### src/rtl/uart_tx_arbiter.sv
// Round-robin arbiter feeding one shared UART transmitter, one byte per frame.
// Optional post-frame idle gap is compiled in with `define UART_ARB_GAP_EN.
module uart_tx_arbiter #(
  parameter int N_REQ      = 4,
  parameter int DATA_W     = 8,
  parameter int TIMEOUT    = 15,
  parameter int GAP_CYCLES = 2
) (
  input  logic                        clk,
  input  logic                        rst,
  input  logic [N_REQ-1:0]            req_valid,
  input  logic [N_REQ*DATA_W-1:0]     req_data,
  output logic [N_REQ-1:0]            req_ready,
  output logic                        tx_start,
  output logic [DATA_W-1:0]           tx_data,
  input  logic                        tx_busy,
  output logic [$clog2(N_REQ)-1:0]    grant_id,
  output logic                        busy,
  output logic                        timeout_err
);

  localparam int IW = $clog2(N_REQ);
  localparam int TW = $clog2(TIMEOUT + 1);
  localparam logic [IW:0] NREQ_W = (IW + 1)'(N_REQ);

`ifdef UART_ARB_GAP_EN
  typedef enum logic [1:0] {
    ST_IDLE      = 2'd0,
    ST_LAUNCH    = 2'd1,
    ST_WAIT_DONE = 2'd2,
    ST_GAP       = 2'd3
  } state_t;
`else
  typedef enum logic [1:0] {
    ST_IDLE      = 2'd0,
    ST_LAUNCH    = 2'd1,
    ST_WAIT_DONE = 2'd2
  } state_t;
`endif

  state_t              r_state;
  state_t              w_state_next;
  logic [IW-1:0]       r_ptr;
  logic [IW-1:0]       r_grant_id;
  logic [DATA_W-1:0]   r_tx_data;
  logic [TW-1:0]       r_to_cnt;

  logic [IW-1:0]       w_cand [N_REQ];
  logic [N_REQ-1:0]    w_cand_valid;
  logic                w_found;
  logic [IW-1:0]       w_gidx;
  logic                w_accept;
  logic                w_timeout;

  // Candidate gi is the requester (ptr + 1 + gi) mod N_REQ, so slot 0 has top priority.
  genvar gi;
  generate
    for (gi = 0; gi < N_REQ; gi++) begin : g_cand
      logic [IW:0] w_sum;
      assign w_sum            = {1'b0, r_ptr} + (IW + 1)'(gi + 1);
      assign w_cand[gi]       = (w_sum >= NREQ_W) ? IW'(w_sum - NREQ_W) : IW'(w_sum);
      assign w_cand_valid[gi] = req_valid[w_cand[gi]];
    end
  endgenerate

  always_comb begin
    w_found = 1'b0;
    w_gidx  = '0;
    for (int k = N_REQ - 1; k >= 0; k--) begin
      if (w_cand_valid[k]) begin
        w_found = 1'b1;
        w_gidx  = w_cand[k];
      end
    end
  end

  assign w_accept  = (r_state == ST_IDLE) && w_found;
  assign w_timeout = (r_state == ST_LAUNCH) && !tx_busy && (r_to_cnt == TW'(TIMEOUT - 1));
  assign req_ready = w_accept ? (N_REQ'(1) << w_gidx) : '0;
  assign busy      = (r_state != ST_IDLE);
  assign tx_data   = r_tx_data;
  assign grant_id  = r_grant_id;

`ifdef UART_ARB_GAP_EN
  localparam int GW = (GAP_CYCLES > 1) ? $clog2(GAP_CYCLES) : 1;
  logic [GW-1:0] r_gap_cnt;

  always_ff @(posedge clk or posedge rst) begin
    if (rst) begin
      r_gap_cnt <= '0;
    end else if (r_state == ST_GAP) begin
      r_gap_cnt <= r_gap_cnt + 1'b1;
    end else begin
      r_gap_cnt <= '0;
    end
  end
`else
  logic w_unused_gap;
  assign w_unused_gap = ^GAP_CYCLES;
`endif

  always_comb begin
    w_state_next = r_state;
    tx_start     = 1'b0;
    timeout_err  = 1'b0;
    case (r_state)
      ST_IDLE: begin
        if (w_found) w_state_next = ST_LAUNCH;
      end
      ST_LAUNCH: begin
        tx_start = 1'b1;
        if (tx_busy) begin
          w_state_next = ST_WAIT_DONE;
        end else if (w_timeout) begin
          // Transmitter never acknowledged: drop the byte and rearbitrate.
          timeout_err  = 1'b1;
          w_state_next = ST_IDLE;
        end
      end
      ST_WAIT_DONE: begin
`ifdef UART_ARB_GAP_EN
        if (!tx_busy) w_state_next = ST_GAP;
`else
        if (!tx_busy) w_state_next = ST_IDLE;
`endif
      end
`ifdef UART_ARB_GAP_EN
      ST_GAP: begin
        if (r_gap_cnt == GW'(GAP_CYCLES - 1)) w_state_next = ST_IDLE;
      end
`endif
      default: w_state_next = ST_IDLE;
    endcase
  end

  always_ff @(posedge clk or posedge rst) begin
    if (rst) begin
      r_state <= ST_IDLE;
    end else begin
      r_state <= w_state_next;
    end
  end

  // ptr resets to the last index so requester 0 wins the first arbitration.
  always_ff @(posedge clk or posedge rst) begin
    if (rst) begin
      r_ptr      <= IW'(N_REQ - 1);
      r_grant_id <= '0;
      r_tx_data  <= '0;
      r_to_cnt   <= '0;
    end else if (w_accept) begin
      r_ptr      <= w_gidx;
      r_grant_id <= w_gidx;
      r_tx_data  <= req_data[w_gidx * DATA_W +: DATA_W];
      r_to_cnt   <= '0;
    end else if ((r_state == ST_LAUNCH) && !tx_busy && !w_timeout) begin
      r_to_cnt   <= r_to_cnt + 1'b1;
    end
  end

endmodule

### config.mk
export PLATFORM = sky130hd
export DESIGN_NAME = uart_tx_arbiter
export DESIGN_NICKNAME = d
export VERILOG_FILES = /design/src/rtl/uart_tx_arbiter.sv
export SDC_FILE = /design/constraint.sdc
export NUM_CORES = 1
export LEC_CHECK = 0
export ABC_AREA = 1
export CAP_MARGIN = 10
export CORE_MARGIN = 2
export CORE_UTILIZATION = 39
export CTS_CLUSTER_DIAMETER = 120
export DETAILED_ROUTE_END_ITERATION = 6
export GPL_TIMING_DRIVEN = 0
export HOLD_SLACK_MARGIN = 0.08
export PLACE_DENSITY = 0.87
export SLEW_MARGIN = 20
export SYNTH_ARGS = -nofsm -noshare
export SYNTH_HDL_FRONTEND = slang
export SYNTH_SLANG_ARGS = --single-unit
### constraint.sdc
create_clock -name clk -period 2.05 [get_ports clk]
set_input_delay 0.41 -clock clk [delete_from_list [all_inputs] [get_ports clk]]
set_output_delay 0.41 -clock clk [all_outputs]
set_load 0.05 [all_outputs]
==> flow_summary.ini, run 1 <==
[run_status]
status = finished, violations left
violations = negative setup slack

[route]
wl_mm = 3.793
route.vias.total = 1571
drt_iter0_markers = 34
via_per_inst = 4.718
drc = 0
drt_first_pass_iters = 5
wl_per_cell_um = 11.39
antenna_left = 0

[layout]
multiInputGateArea_um2 = 884.6
num_antenna_cells = 0
fin_cells = 333
regArea_um2 = 452.9
nFillCells = 282
layout.nets = 329
area_growth_pct = 67.37
post_route_cells_drive_above_1_share = 0.2509

[die]
start_util = 0.4079
row_count = 21
dieWidth_um = 63.08
die_y_um = 63.08
pin_count = 56
fp.coreArea_um2 = 3337
die_area_um2 = 3979

[logic_synthesis]
ys.flop_type = dfrtp_1
ys_async_sr_fraction = 1.000
synth_most_common_cell = nand2_1
yosys.area.top_type_share = 0.2941
synthDistinctLibCells = 25
synthTopCellsByArea = dfrtp_1 (29%), nand2_1 (28%), nand3_1 (11%)
synth-seq-cells = 18
synth_enable_flop_cells = 0
yosysSeqAreaShare = 0.3327
syn_inst = 218
ys_top_cells_by_count = nand2_1 (100), nand3_1 (31), inv_1 (27)
syn_nets = 259
postSynthAreaPerCell_um2 = 6.245
yosysTopAreaCell = dfrtp_1
syn_area_um2 = 1361
yosys_warnings = 0

[worst_hold_path]
min_from = r_state[0]$_DFFE_PP0P_
hold_class = reg2reg

[worst_setup_path]
r2r-start = r_ptr[0]$_DFFE_PP1P_
crit_required_ns = 1.64
startpoint_type = flop
end_kind = output port
path_max_fanout = 8
startpoint = r_ptr[0]$_DFFE_PP1P_
cp.arrival_ns = 2.06
criticalPathCategory = reg2out

[timing]
hold_viol = 0
tns_ns = -1.662
fin_ws_ns = -0.4222
finClkSkew_ns = 0.004194
worstMarginPinSlew_ns = 0.6678
fin_worst_hold_slack_ns = 0.4755
finalSetupViolations = 4
rsz0062_at_grt = yes
slew_violations = 0
fin_crit_ns = 2.472
period_share = 1.206
max_freq_mhz = 404.5
slew_headroom = 0.5543

[placed_design]
gp_congestion = 0.8492
place_inst = 319
pre_cts_slack_ns = -1.145
port_buffers = 55
dp_hpwl_mm = 2.735

[clocking]
root_buffer = clkbuf_4
clk_latency_ns = 0.29
postCtsHoldBufs = 0
clockBufferDepth = 2
cts.clk_slew.worst_paths_ns = 0.10
cts_tree = yes
cts_buffers = 3
cts.sinks = 18
htreeDepth = 1

[global_routing]
grtUsageTotal = 0.1855
grt_pass1_wl_mm = 6.065
overflow = 0
antenna_found_initial = 0
grt_pass1_vias = 1422
grt_max_degree = 19

[job]
maxCapViolations = 0
[per-stage QoR]
step / util / instance area [um2]
after floorplan: - / 1450
after global placement: 0.6168 / 2058
after detailed placement: 0.6168 / 2058
after CTS: 0.6637 / 2215
after global routing: 0.6828 / 2278
final: 0.6828 / 2278
[state kept, by name, indices dropped and copies added (netlist names)]
name and flops:
tx_data 8, r_to_cnt 4, r_state 2, r_ptr 2
grant_id 2
[worst paths after layout]
path / cells after the start / slack [ns] / to
worst max-delay path: 12 / -0.42 / req_ready[2]
worst min-delay path: 1 / 0.48 / r_state[1]$_DFFE_PP0P_
max in group asynchronous: 2 / 1.11 / r_to_cnt[3]$_DFFE_PP0P_
worst max register to register: 18 / 0.03 / tx_data[0]$_DFFE_PP0P_
min in group asynchronous: 2 / 0.51 / tx_data[3]$_DFFE_PP0P_
worst min register to register: 1 / 0.48 / r_state[1]$_DFFE_PP0P_
[per-layer routing]
metal	GRT usage	vias to the layer above	share of wire	routed length (um)
met2	0.3231	59	0.49	1861
met5	0	-	0	0
met1	0.2336	696	0.44	1672
li1	-	812	-	-
met3	0.04643	4	0.057	215
met4	0.03333	0	0.011	43
[critical path, stage by stage, from the launching register on]
cell and delay (ns):
dfstp_2 0.56, buf_12 0.14, nand2_4 0.06, o21ai_4 0.08
nand2_2 0.10, nand2_2 0.07, inv_2 0.05, nand4_1 0.12
nand2_2 0.10, inv_4 0.11, nand3_4 0.10, nor2_4 0.13
buf_8 0.15
[cells by family (layout without fill, tap and decap cells)]
logic type | count (synthesis) | in the layout | synth area share
AND/OR/NAND/NOR | 151 | 151 | 0.4881
buffers and inverters | 39 | 108 | 0.1287
flip-flops | 18 | 18 | 0.3327
AO/OA/AOI/OAI | 7 | 7 | 0.02573
adder cells (fa/ha/maj) | 2 | 2 | 0.01838
XOR/XNOR | 1 | 1 | 0.006435
[final cells by class]
cell class / instances / area share
sequential: 18 / 0.1988
buffer: 7 / 0.03295
timing repair buffer: 65 / 0.2812
multi-input combinational: 161 / 0.3882
inverter: 32 / 0.05766
tap: 46 / 0.02526
clock buffer: 4 / 0.01593
[cell usage in the layout, fill, tap and decap left out, types with 2 or more instances in the layout]
cell type        count
inv_1               25
nor2_4               5
a21oi_1              2
clkbuf_4             3
dlygate4sd2_1        2
buf_2                3
nand2_4              5
buf_6                2
nor2_1               2
buf_8                5
nand3_1             29
dfrtp_1             16
nand2_1             80
dfstp_2              2
o21ai_0              4
ha_1                 2
nand2_2             18
clkdlybuf4s50_1     47
nand4_1              3
buf_4               11
inv_2                4
nand3_4              2
[repair_timing]
action / 4_1_cts / 5_1_grt
gates resized for setup: 50 / 19
setup endpoints to repair: 7 / 13
pin swaps: 9 / 5
buffers inserted: 10 / 0
Power of run 1 is left out: the tool's default activity adds up to more than one toggle a clock period on the data nets, which glitch-free logic cannot reach.
==> run 2: changes to the inputs <==
GPL_TIMING_DRIVEN = not set   (was 0)
==> run 2 against run 1 <==
- the run still ends with negative setup slack left
- register-to-register slack lost 0.03 ns
- final area grew 5.3%
- routed wire length grew 11%
- clock-buffer cell count is the same
- cell count grew 0.60%
- fmax grew 0.23%
- critical path depth shrank 1
==> flow_summary.ini, run 2 (synthesized netlist as in run 1, its figures left out) <==
[route]
antenna_left = 0
drt_first_pass_iters = 4
drt_iter0_markers = 46
drc = 0
wl_mm = 4.196
wl_per_cell_um = 12.53
route.vias.total = 1609
via_per_inst = 4.803

[global_routing]
grt_pass1_vias = 1531
overflow = 0
grt_pass1_wl_mm = 6.568
antenna_found_initial = 0
grtUsageTotal = 0.2040
grt_max_degree = 19

[timing]
period_share = 1.203
worstMarginPinSlew_ns = 0.6535
finClkSkew_ns = 0.0008580
fin_ws_ns = -0.4166
slew_violations = 0
rsz0062_at_grt = yes
hold_viol = 0
finalSetupViolations = 4
slew_headroom = 0.5639
fin_crit_ns = 2.467
max_freq_mhz = 405.4

[placed_design]
gp_congestion = 0.8252
dp_hpwl_mm = 2.905
port_buffers = 55
place_inst = 324

[worst_setup_path]
end_kind = output port
reg2reg_depth = 15
crit_required_ns = 1.64
cp.arrival_ns = 2.06
startpoint_type = flop
path_max_fanout = 8
criticalPathCategory = reg2out
reg2reg_slack_ns = 0
r2r_end = tx_data[7]$_DFFE_PP0P_
r2r-start = r_ptr[0]$_DFFE_PP1P_

[worst_hold_path]
hold_class = reg2reg
min_from = r_state[0]$_DFFE_PP0P_
holdPathStages = 1
whs_endpoint = r_state[1]$_DFFE_PP0P_

[clocking]
clk_latency_ns = 0.29
cts_tree = yes
cts_buffers = 3
htreeDepth = 1
postCtsHoldBufs = 0
cts.sinks = 18
root_buffer = clkbuf_4
cts.clk_slew.worst_paths_ns = 0.10
clockBufferDepth = 2

[die]
start_util = 0.4079
die_area_um2 = 3979
dieWidth_um = 63.08
pin_count = 56
die_y_um = 63.08
fp.coreArea_um2 = 3337
row_count = 21

[layout]
nFillCells = 279
layout.nets = 331
layout_common_cells = nand2_1 (76), clkdlybuf4s50_1 (48), nand3_1 (28)
area_growth_pct = 76.29
multiInputGateArea_um2 = 915.9
largest_reg_flops = 8
post_route_cells_drive_above_1_share = 0.2734
fin_cells = 335
regArea_um2 = 456.7
num_antenna_cells = 0
final_common_cell = nand2_1

[run_status]
status = finished, violations left
violations = negative setup slack

[job]
maxCapViolations = 0
-- run 2: cell types whose count changed in the layout (fill, tap and decap cells not counted), sizes merged --
cell	change
buf	+2
clkbuf	+2
dlygate4sd2	-2
clkdlybuf4s50	+1
dlymetal6s2s	-1
-- run 2: worst max-delay path: stages, from the launching register on --
cell and delay, ns:
dfstp_4 0.72, nand2_2 0.07, o21ai_2 0.10, nand2_2 0.08, nand2_1 0.07, inv_2 0.06, nand4_1 0.08, nand2_2 0.08
inv_4 0.10, nand3_4 0.10, nor2_4 0.14, buf_12 0.14
-- run 2: what timing repair did --
item | in CTS | in global routing
hold endpoints to repair | 0 | 0
gates cloned | 0 | 2
pin swaps | 2 | 8
gates resized for setup | 4 | 41
setup endpoints to repair | 4 | 17
buffers inserted | 6 | 4
-- run 2: worst max-delay path by stage --
stage,start,to,slack (ns),depth (start not counted)
final,r_ptr[0]$_DFFE_PP1P_,req_ready[2],-0.42,11
after global routing,r_ptr[0]$_DFFE_PP1P_,req_ready[2],-0.51,11
after CTS,r_ptr[0]$_DFFE_PP1P_,req_ready[2],-0.37,11
after detailed placement,req_valid[1],req_ready[0],-0.30,12
after global placement,req_valid[1],req_ready[0],-0.27,12
after floorplan,r_ptr[0]$_DFFE_PP1P_,req_ready[1],-0.11,12
-- run 2: per-layer routing --
metal / global-route usage / wire length (um)
met1: 0.2458 / 1723
met2: 0.3710 / 2197
met3: 0.05000 / 258
met4: 0.03333 / 17
met5: 0 / 0
-- run 2: per-stage QoR --
step / setup TNS [ns] / area [um2] / hold slack (ns) / setup WS [ns] / util
floorplan: -0.3380 / 1450 / 0.3471 / -0.1118 / -
global placement: -1.840 / 2137 / 0.4619 / -0.2716 / 0.6404
detailed placement: -2.565 / 2137 / 0.4689 / -0.3003 / 0.6404
CTS: -2.822 / 2217 / 0.4835 / -0.3652 / 0.6644
global route: -2.771 / 2400 / 0.4928 / -0.5074 / 0.7192
finish: -1.599 / 2400 / 0.4775 / -0.4166 / 0.7192
-- run 2: area by class of cell --
cell class,count,area share
Tap cell,46,0.02398
Inverter,32,0.05474
Multi-Input combinational cell,161,0.3816
Timing Repair Buffer,74,0.3384
Sequential cell,18,0.1903
Clock buffer,4,0.01095
Power of run 2 is left out for the same reason.
